$ cat config.mk
export PLATFORM = sky130hd
export DESIGN_NAME = profile_seq
export DESIGN_NICKNAME = d
export VERILOG_FILES = /design/src/rtl/profile_seq_pkg.sv /design/src/rtl/profile_seq_ram.sv /design/src/rtl/profile_seq.sv
export SDC_FILE = /design/constraint.sdc
export NUM_CORES = 1
export LEC_CHECK = 0
export BUFFER_PORTS_ARGS = -buffer_cell sky130_fd_sc_hd__clkbuf_2
export CORE_MARGIN = 10
export CORE_UTILIZATION = 55
export DETAILED_ROUTE_END_ITERATION = 16
export PLACE_DENSITY = 0.72
export SKIP_CTS_REPAIR_TIMING = 1
export SLEW_MARGIN = 5
export SYNTH_ARGS = -nofsm -noshare
export SYNTH_HDL_FRONTEND = slang
export SYNTH_SLANG_ARGS = --single-unit
export TNS_END_PERCENT = 1
$ cat constraint.sdc
create_clock -name clk -period 6.2 [get_ports clk]
set_clock_uncertainty 0.1 [all_clocks]
set_input_delay 0.93 -clock clk [delete_from_list [all_inputs] [get_ports clk]]
set_output_delay 0.93 -clock clk [all_outputs]
set_load 0.05 [all_outputs]
$ cat src/rtl/profile_seq_pkg.sv
// profile_seq shared types and widths.
// Optional build macro: PROFILE_SEQ_EXT_TRIG_EN.
package profile_seq_pkg;

  localparam int PROF_W      = 3;
  localparam int NCH         = 4;
  localparam int PROF_WORD_W = PROF_W * NCH;

  typedef enum logic [1:0] {
    S_IDLE,
    S_LOAD,
    S_HOLD
  } state_e;

endpackage

$ cat src/rtl/profile_seq_ram.sv
// Profile table: one write port, one registered read port.
// Read-first on a same-address collision.
module profile_seq_ram #(
  parameter int DEPTH = 16,
  parameter int AW    = 4,
  parameter int DW    = 28
) (
  input  logic          clk,
  input  logic          wr_en,
  input  logic [AW-1:0] wr_addr,
  input  logic [DW-1:0] wr_data,
  input  logic          rd_en,
  input  logic [AW-1:0] rd_addr,
  output logic [DW-1:0] rd_data
);

  logic [DW-1:0] mem_q [DEPTH];

  always_ff @(posedge clk) begin
    if (wr_en) mem_q[wr_addr] <= wr_data;
    if (rd_en) rd_data <= mem_q[rd_addr];
  end

endmodule

$ cat src/rtl/profile_seq.sv
// Table-driven DDS profile sequencer with clock-exact dwell.
// Optional build macro: PROFILE_SEQ_EXT_TRIG_EN adds ext_trig.
module profile_seq
  import profile_seq_pkg::*;
#(
  parameter int DEPTH = 16,
  parameter int AW    = $clog2(DEPTH),
  parameter int CNT_W = 16
) (
  input  logic                   clk,
  input  logic                   rst_n,
  input  logic                   wr_en,
  input  logic [AW-1:0]          wr_addr,
  input  logic [PROF_WORD_W-1:0] wr_prof,
  input  logic [CNT_W-1:0]       wr_dwell,
  input  logic [AW-1:0]          last_idx,
  input  logic                   loop_en,
  input  logic                   start,
  input  logic                   stop,
`ifdef PROFILE_SEQ_EXT_TRIG_EN
  input  logic                   ext_trig,
`endif
  output logic                   busy,
  output logic                   done,
  output logic [PROF_W-1:0]      ch0_profile_ext,
  output logic [PROF_W-1:0]      ch1_profile_ext,
  output logic [PROF_W-1:0]      ch2_profile_ext,
  output logic [PROF_W-1:0]      ch3_profile_ext
);

  localparam int DW = PROF_WORD_W + CNT_W;

  state_e                 state_q;
  logic [AW-1:0]          idx_q, last_q;
  logic                   loop_q;
  logic [CNT_W-1:0]       cnt_q;
  logic [PROF_WORD_W-1:0] prof_q;
  logic                   busy_q, done_q;

  logic                   rd_en;
  logic [AW-1:0]          rd_addr;
  logic [DW-1:0]          rd_data;
  logic [PROF_WORD_W-1:0] rd_prof;
  logic [CNT_W-1:0]       rd_dwell, dwell_ld;
  logic [AW-1:0]          nxt_idx, nxt2_idx;
  logic                   at_end, go;

  function automatic logic [AW-1:0] nxt(
    input logic [AW-1:0] i,
    input logic [AW-1:0] last
  );
    return (i == last) ? '0 : i + 1'b1;
  endfunction

`ifdef PROFILE_SEQ_EXT_TRIG_EN
  logic [2:0] trig_q;
  logic       trig_rise;

  always_ff @(posedge clk or negedge rst_n) begin
    if (!rst_n) trig_q <= '0;
    else        trig_q <= {trig_q[1:0], ext_trig};
  end

  assign trig_rise = trig_q[1] & ~trig_q[2];
  assign go        = (start | trig_rise) & ~stop;
`else
  assign go = start & ~stop;
`endif

  assign rd_prof  = rd_data[PROF_WORD_W-1:0];
  assign rd_dwell = rd_data[DW-1:PROF_WORD_W];
  assign dwell_ld = (rd_dwell < CNT_W'(2)) ? CNT_W'(2) : rd_dwell;
  assign nxt_idx  = nxt(idx_q, last_q);
  assign nxt2_idx = nxt(nxt_idx, last_q);
  assign at_end   = (idx_q == last_q) && !loop_q;

  // Read port is only enabled when a fetch is issued so a prefetched
  // entry is immune to later table writes.
  always_comb begin
    rd_en   = 1'b0;
    rd_addr = '0;
    unique case (state_q)
      S_IDLE: rd_en = go;
      S_LOAD: begin
        rd_en   = !stop;
        rd_addr = nxt_idx;
      end
      S_HOLD: begin
        rd_en   = !stop && (cnt_q == CNT_W'(1)) && !at_end;
        rd_addr = nxt2_idx;
      end
      default: rd_en = 1'b0;
    endcase
  end

  always_ff @(posedge clk or negedge rst_n) begin
    if (!rst_n) begin
      state_q <= S_IDLE;
      idx_q   <= '0;
      last_q  <= '0;
      loop_q  <= 1'b0;
      cnt_q   <= '0;
      prof_q  <= '0;
      busy_q  <= 1'b0;
      done_q  <= 1'b0;
    end else begin
      done_q <= 1'b0;
      unique case (state_q)
        S_IDLE: begin
          if (go) begin
            state_q <= S_LOAD;
            idx_q   <= '0;
            last_q  <= last_idx;
            loop_q  <= loop_en;
            busy_q  <= 1'b1;
          end
        end
        S_LOAD: begin
          if (stop) begin
            state_q <= S_IDLE;
            busy_q  <= 1'b0;
          end else begin
            state_q <= S_HOLD;
            prof_q  <= rd_prof;
            cnt_q   <= dwell_ld;
          end
        end
        S_HOLD: begin
          if (stop) begin
            state_q <= S_IDLE;
            busy_q  <= 1'b0;
          end else if (cnt_q == CNT_W'(1)) begin
            if (at_end) begin
              state_q <= S_IDLE;
              busy_q  <= 1'b0;
              done_q  <= 1'b1;
              cnt_q   <= '0;
            end else begin
              idx_q  <= nxt_idx;
              prof_q <= rd_prof;
              cnt_q  <= dwell_ld;
            end
          end else begin
            cnt_q <= cnt_q - 1'b1;
          end
        end
        default: state_q <= S_IDLE;
      endcase
    end
  end

  profile_seq_ram #(
    .DEPTH (DEPTH),
    .AW    (AW),
    .DW    (DW)
  ) u_ram (
    .clk     (clk),
    .wr_en   (wr_en),
    .wr_addr (wr_addr),
    .wr_data ({wr_dwell, wr_prof}),
    .rd_en   (rd_en),
    .rd_addr (rd_addr),
    .rd_data (rd_data)
  );

  assign busy            = busy_q;
  assign done            = done_q;
  assign ch0_profile_ext = prof_q[2:0];
  assign ch1_profile_ext = prof_q[5:3];
  assign ch2_profile_ext = prof_q[8:6];
  assign ch3_profile_ext = prof_q[11:9];

endmodule

==> metrics list <==
- Cells fill 61.5% of the core in the end.
- For this block, the routed nets add up to 57200 um of wire.
- Crit path time final: 5.03 ns
* Clk sink count: 517
- For the pin with the worst max-slew slack, the measured transition is 1.25 ns.
- Lkg Pwr: 8.08 nW
* Deepest clock path buffer count: 3
- In this run, placement finished with an instance count of 2102.
* TritonCTS Buffers: 52
- Total core area: 0.0406 mm^2
- Num ports: 56
* Global-route wire length before repair: 87100 um
- Post-route met1 wirelength: 24200 um
* H-tree lvl count: 2
- Starting utilization of the core area: 55.3%
- Final RePlAce weighted congestion: 0.857
- Register clock-pin slew on the reported worst setup and hold paths: 0.06 ns
* EDFF count, synth: 476
- Nets@finish: 1674
* Grt total ovfl: 0
- Maximum number of pins on one net before global-route repair: 55
* Worst skew pair latency: 0.60 ns
- Vias per inst: 6.78
- Via Count: 14.9k
* Count of mapped cells out of synthesis: 1604
* Worst vdd ir: 0.252 mV
* Mean post-synth cell area: 14.0 um^2
- Antenna diode instance count: 0
- For this run, the slowest stage of the critical path takes 0.82 ns.
- Number of cells in the finished layout apart from fillers: 2197
* Remaining max-slew budget at the tightest pin: 16.3%
- Worst setup path class: reg2reg
- The first routing iteration left 2099 violations.
- DRC violation count after routing: 0
- In this design, the largest share of critical-path delay is due to simple AND/OR/NAND/NOR gates.
* Final cycle utilization of the critical path: 81.1%
* Synthesized area: 0.0225 mm^2
- Summed over all nets, the half-perimeter wirelength after detailed placement is 33100 um.
- In the detailed route, the total length drawn on met2 is 26600 um.
* Crit start category: flop
* Max-cap violations: 0
- Hold crit path type: reg2reg
- Antenna violations before repair: 3
* CTS Root Cell: sky130_fd_sc_hd__clkbuf_16
* Count of input and output buffers: 55
* Worst-case hold slack: 0.382 ns
- Synthesis produced a netlist with a net count of 1654.
- DIE AREA: 0.0494 mm^2
* Final setup viols: 0
- Buffers and inverters on the worst path: 1
- Die Height: 222 um
- Fraction of final layout cells with drive strength greater than 1: 16.3%
- Traced cell by cell, the critical path runs through xor2_2 > or4_1 > and2_1 > ha_1 > and3_1 > mux2i_4 > o21bai_1 > a22o_1 > buf_4 > a32oi_1 > nand3_1.
- Power density of the placed cells: 422 mW/mm^2
* Ys flop type: sky130_fd_sc_hd__edfxtp_1
- WL/cell: 26.0 um
- Detailed-router iteration count before antenna repair: 6
* Post-synthesis sequential area ratio: 68.1%
* Die extent in x: 222 um
- Summed negative setup slack over all endpoints: 0 ns
* Total global-route track usage: 22.5%
* Crit path DAT: 5.39 ns
* Final instance area: 0.0250 mm^2
- Wire segments on met3 add up to 5070 um in the final route.
- The run finished with clean final reports.
- Timing would allow up to 199 MHz.
- Area added between synthesis and finish: 11.1%
- In this run the core area contains 74 standard-cell rows.
- Fill cells in the final layout number 2949.
- Along the worst path, the maximum fanout reaches 33.
- Synthesis inferred 517 register bits.
* Largest area contributor in the netlist: sky130_fd_sc_hd__edfxtp_1
- Top post-synthesis cells by area: sky130_fd_sc_hd__edfxtp_1 64%, sky130_fd_sc_hd__dfrtp_1 4.6%, sky130_fd_sc_hd__a211oi_1 2.7%, sky130_fd_sc_hd__mux2_2 2.4%, sky130_fd_sc_hd__a32oi_1 2.2%
* TritonCTS clock tree: done
- The largest individual stage delay along the critical path comes from the cell sky130_fd_sc_hd__mux2i_4.
- Post-synth top area share: 63.6%
- The number of global-route vias before repair is 14.4k.
* Total count of hold-check failures in the final report: 0
- For this run, asynchronously set or reset flops after synthesis account for 7.93%.
- Top layer reached by signal wires: met4
- The final-report max-slew violation count was 0.
* Antenna Violating Nets Remaining: 0
* Yosys cell types: 71
- Count of synthesis-stage warnings from yosys: 0
- Placement-stage cell area: 0.0234 mm^2
- Setup repair after global routing left no endpoint under its margin.
* Category of the worst setup path capture point: flop
- For the worst setup path, the data required time is 6.56 ns.
[per-layer routing]
metal / up-vias / GRT usage [%]
li1: 6509 / -
met1: 7478 / 31.8
met2: 809 / 34.8
met3: 96 / 3.65
met4: 0 / 7.18
met5: - / 0
[cell usage in the layout, fill, tap and decap left out, types with 7 or more instances in the layout]
master and count:
sky130_fd_sc_hd__edfxtp_1 476, sky130_fd_sc_hd__o21ai_0 95, sky130_fd_sc_hd__a211oi_1 82, sky130_fd_sc_hd__nor3_1 67
sky130_fd_sc_hd__nand2_1 64, sky130_fd_sc_hd__nand3_1 59, sky130_fd_sc_hd__a32oi_1 56, sky130_fd_sc_hd__clkbuf_2 55
sky130_fd_sc_hd__nor4b_1 54, sky130_fd_sc_hd__clkbuf_16 53, sky130_fd_sc_hd__mux2_2 47, sky130_fd_sc_hd__buf_4 42
sky130_fd_sc_hd__dfrtp_1 41, sky130_fd_sc_hd__a21oi_1 37, sky130_fd_sc_hd__nand2b_1 36, sky130_fd_sc_hd__mux2i_1 32
sky130_fd_sc_hd__o22ai_1 29, sky130_fd_sc_hd__o22a_1 29, sky130_fd_sc_hd__a211o_1 29, sky130_fd_sc_hd__o211ai_1 28
sky130_fd_sc_hd__a311oi_1 27, sky130_fd_sc_hd__nor2_1 27, sky130_fd_sc_hd__or2_2 16, sky130_fd_sc_hd__clkbuf_1 16
sky130_fd_sc_hd__nor2_4 15, sky130_fd_sc_hd__inv_1 10, sky130_fd_sc_hd__clkinv_2 10, sky130_fd_sc_hd__clkinv_1 10
sky130_fd_sc_hd__or2_0 8, sky130_fd_sc_hd__ha_1 8, sky130_fd_sc_hd__nor4_1 7
[cell families after synthesis]
family | count (synthesis) | synth area share [%]
XOR/XNOR | 12 | 0.501
AO/OA/AOI/OAI | 450 | 14.4
flip-flops | 517 | 68.1
AND/OR/NAND/NOR | 394 | 9.94
multiplexers | 81 | 3.92
adder cells (fa/ha/maj) | 8 | 0.445
buffers and inverters | 142 | 2.64
[synth_stat cells (6+ instances only)]
cell type and number:
sky130_fd_sc_hd__or2_0 8, sky130_fd_sc_hd__buf_1 10, sky130_fd_sc_hd__o22ai_1 29, sky130_fd_sc_hd__mux2_2 47
sky130_fd_sc_hd__nand2_1 64, sky130_fd_sc_hd__or2_2 16, sky130_fd_sc_hd__o211ai_1 28, sky130_fd_sc_hd__a32oi_1 56
sky130_fd_sc_hd__xor2_1 6, sky130_fd_sc_hd__a211o_1 29, sky130_fd_sc_hd__a311oi_1 28, sky130_fd_sc_hd__nor4b_1 54
sky130_fd_sc_hd__buf_2 31, sky130_fd_sc_hd__o21ai_0 96, sky130_fd_sc_hd__edfxtp_1 476, sky130_fd_sc_hd__dfrtp_1 41
sky130_fd_sc_hd__clkbuf_1 86, sky130_fd_sc_hd__mux2i_1 33, sky130_fd_sc_hd__o22a_1 29, sky130_fd_sc_hd__nand3_1 59
sky130_fd_sc_hd__nand2b_1 36, sky130_fd_sc_hd__nor4_1 7, sky130_fd_sc_hd__nor2_1 44, sky130_fd_sc_hd__a21oi_1 37
sky130_fd_sc_hd__nor3_1 71, sky130_fd_sc_hd__ha_1 8, sky130_fd_sc_hd__a211oi_1 82, sky130_fd_sc_hd__inv_1 10
[flip-flops by register name (all words and copies together), names as in the netlist]
name / cells
done: 1
loop_q: 1
state_q: 2
cnt_q: 16
idx_q: 4
busy: 1
last_q: 4
u_ram.mem_q: 448
prof_q: 12
u_ram.rd_data: 28
[through the flow]
stage	power [W]	worst slack [ns]
after floorplan	0.00661	1.68
after global placement	0.00754	1.53
after detailed placement	0.00762	1.37
after CTS	0.0105	1.32
after global routing	0.0110	1.04
final	0.0105	1.17
[tightest hold or removal path, delay by kind of cell, from the launching register on]
family,cells,cell delay (ns)
flops,1,0.34
compound gates,1,0.06
simple gates,1,0.05
[report_power, final]
group          internal [W]  switching, W
registers           0.00410      0.000211
clock network       0.00165       0.00127
logic               0.00108       0.00221
[worst paths after layout]
kind	start	endpoint	slack (ns)	depth (start not counted)
worst max register to register	idx_q[0]$_DFFE_PN0P_	u_ram.rd_data[20]$_DFFE_PP_	1.17	11
worst min register to register	cnt_q[14]$_DFFE_PN0P_	cnt_q[14]$_DFFE_PN0P_	0.38	2
max in group asynchronous	rst_n	idx_q[3]$_DFFE_PN0P_	4.91	1
worst min-delay path	cnt_q[14]$_DFFE_PN0P_	cnt_q[14]$_DFFE_PN0P_	0.38	2
min in group asynchronous	rst_n	prof_q[8]$_DFFE_PN0P_	0.42	1
worst max-delay path	idx_q[0]$_DFFE_PN0P_	u_ram.rd_data[20]$_DFFE_PP_	1.17	11
[cell type report]
type,count,area [um^2],area share (%)
inverters,11,41.3,0.165
clock buffers,69,1390,5.55
well taps,532,666,2.66
multi-input cells,945,6790,27.2
clock inverters,26,181,0.726
flip-flops and latches,517,15300,61.3
repair buffers,97,591,2.36
Note: power is estimated with default switching activity, not from simulation.
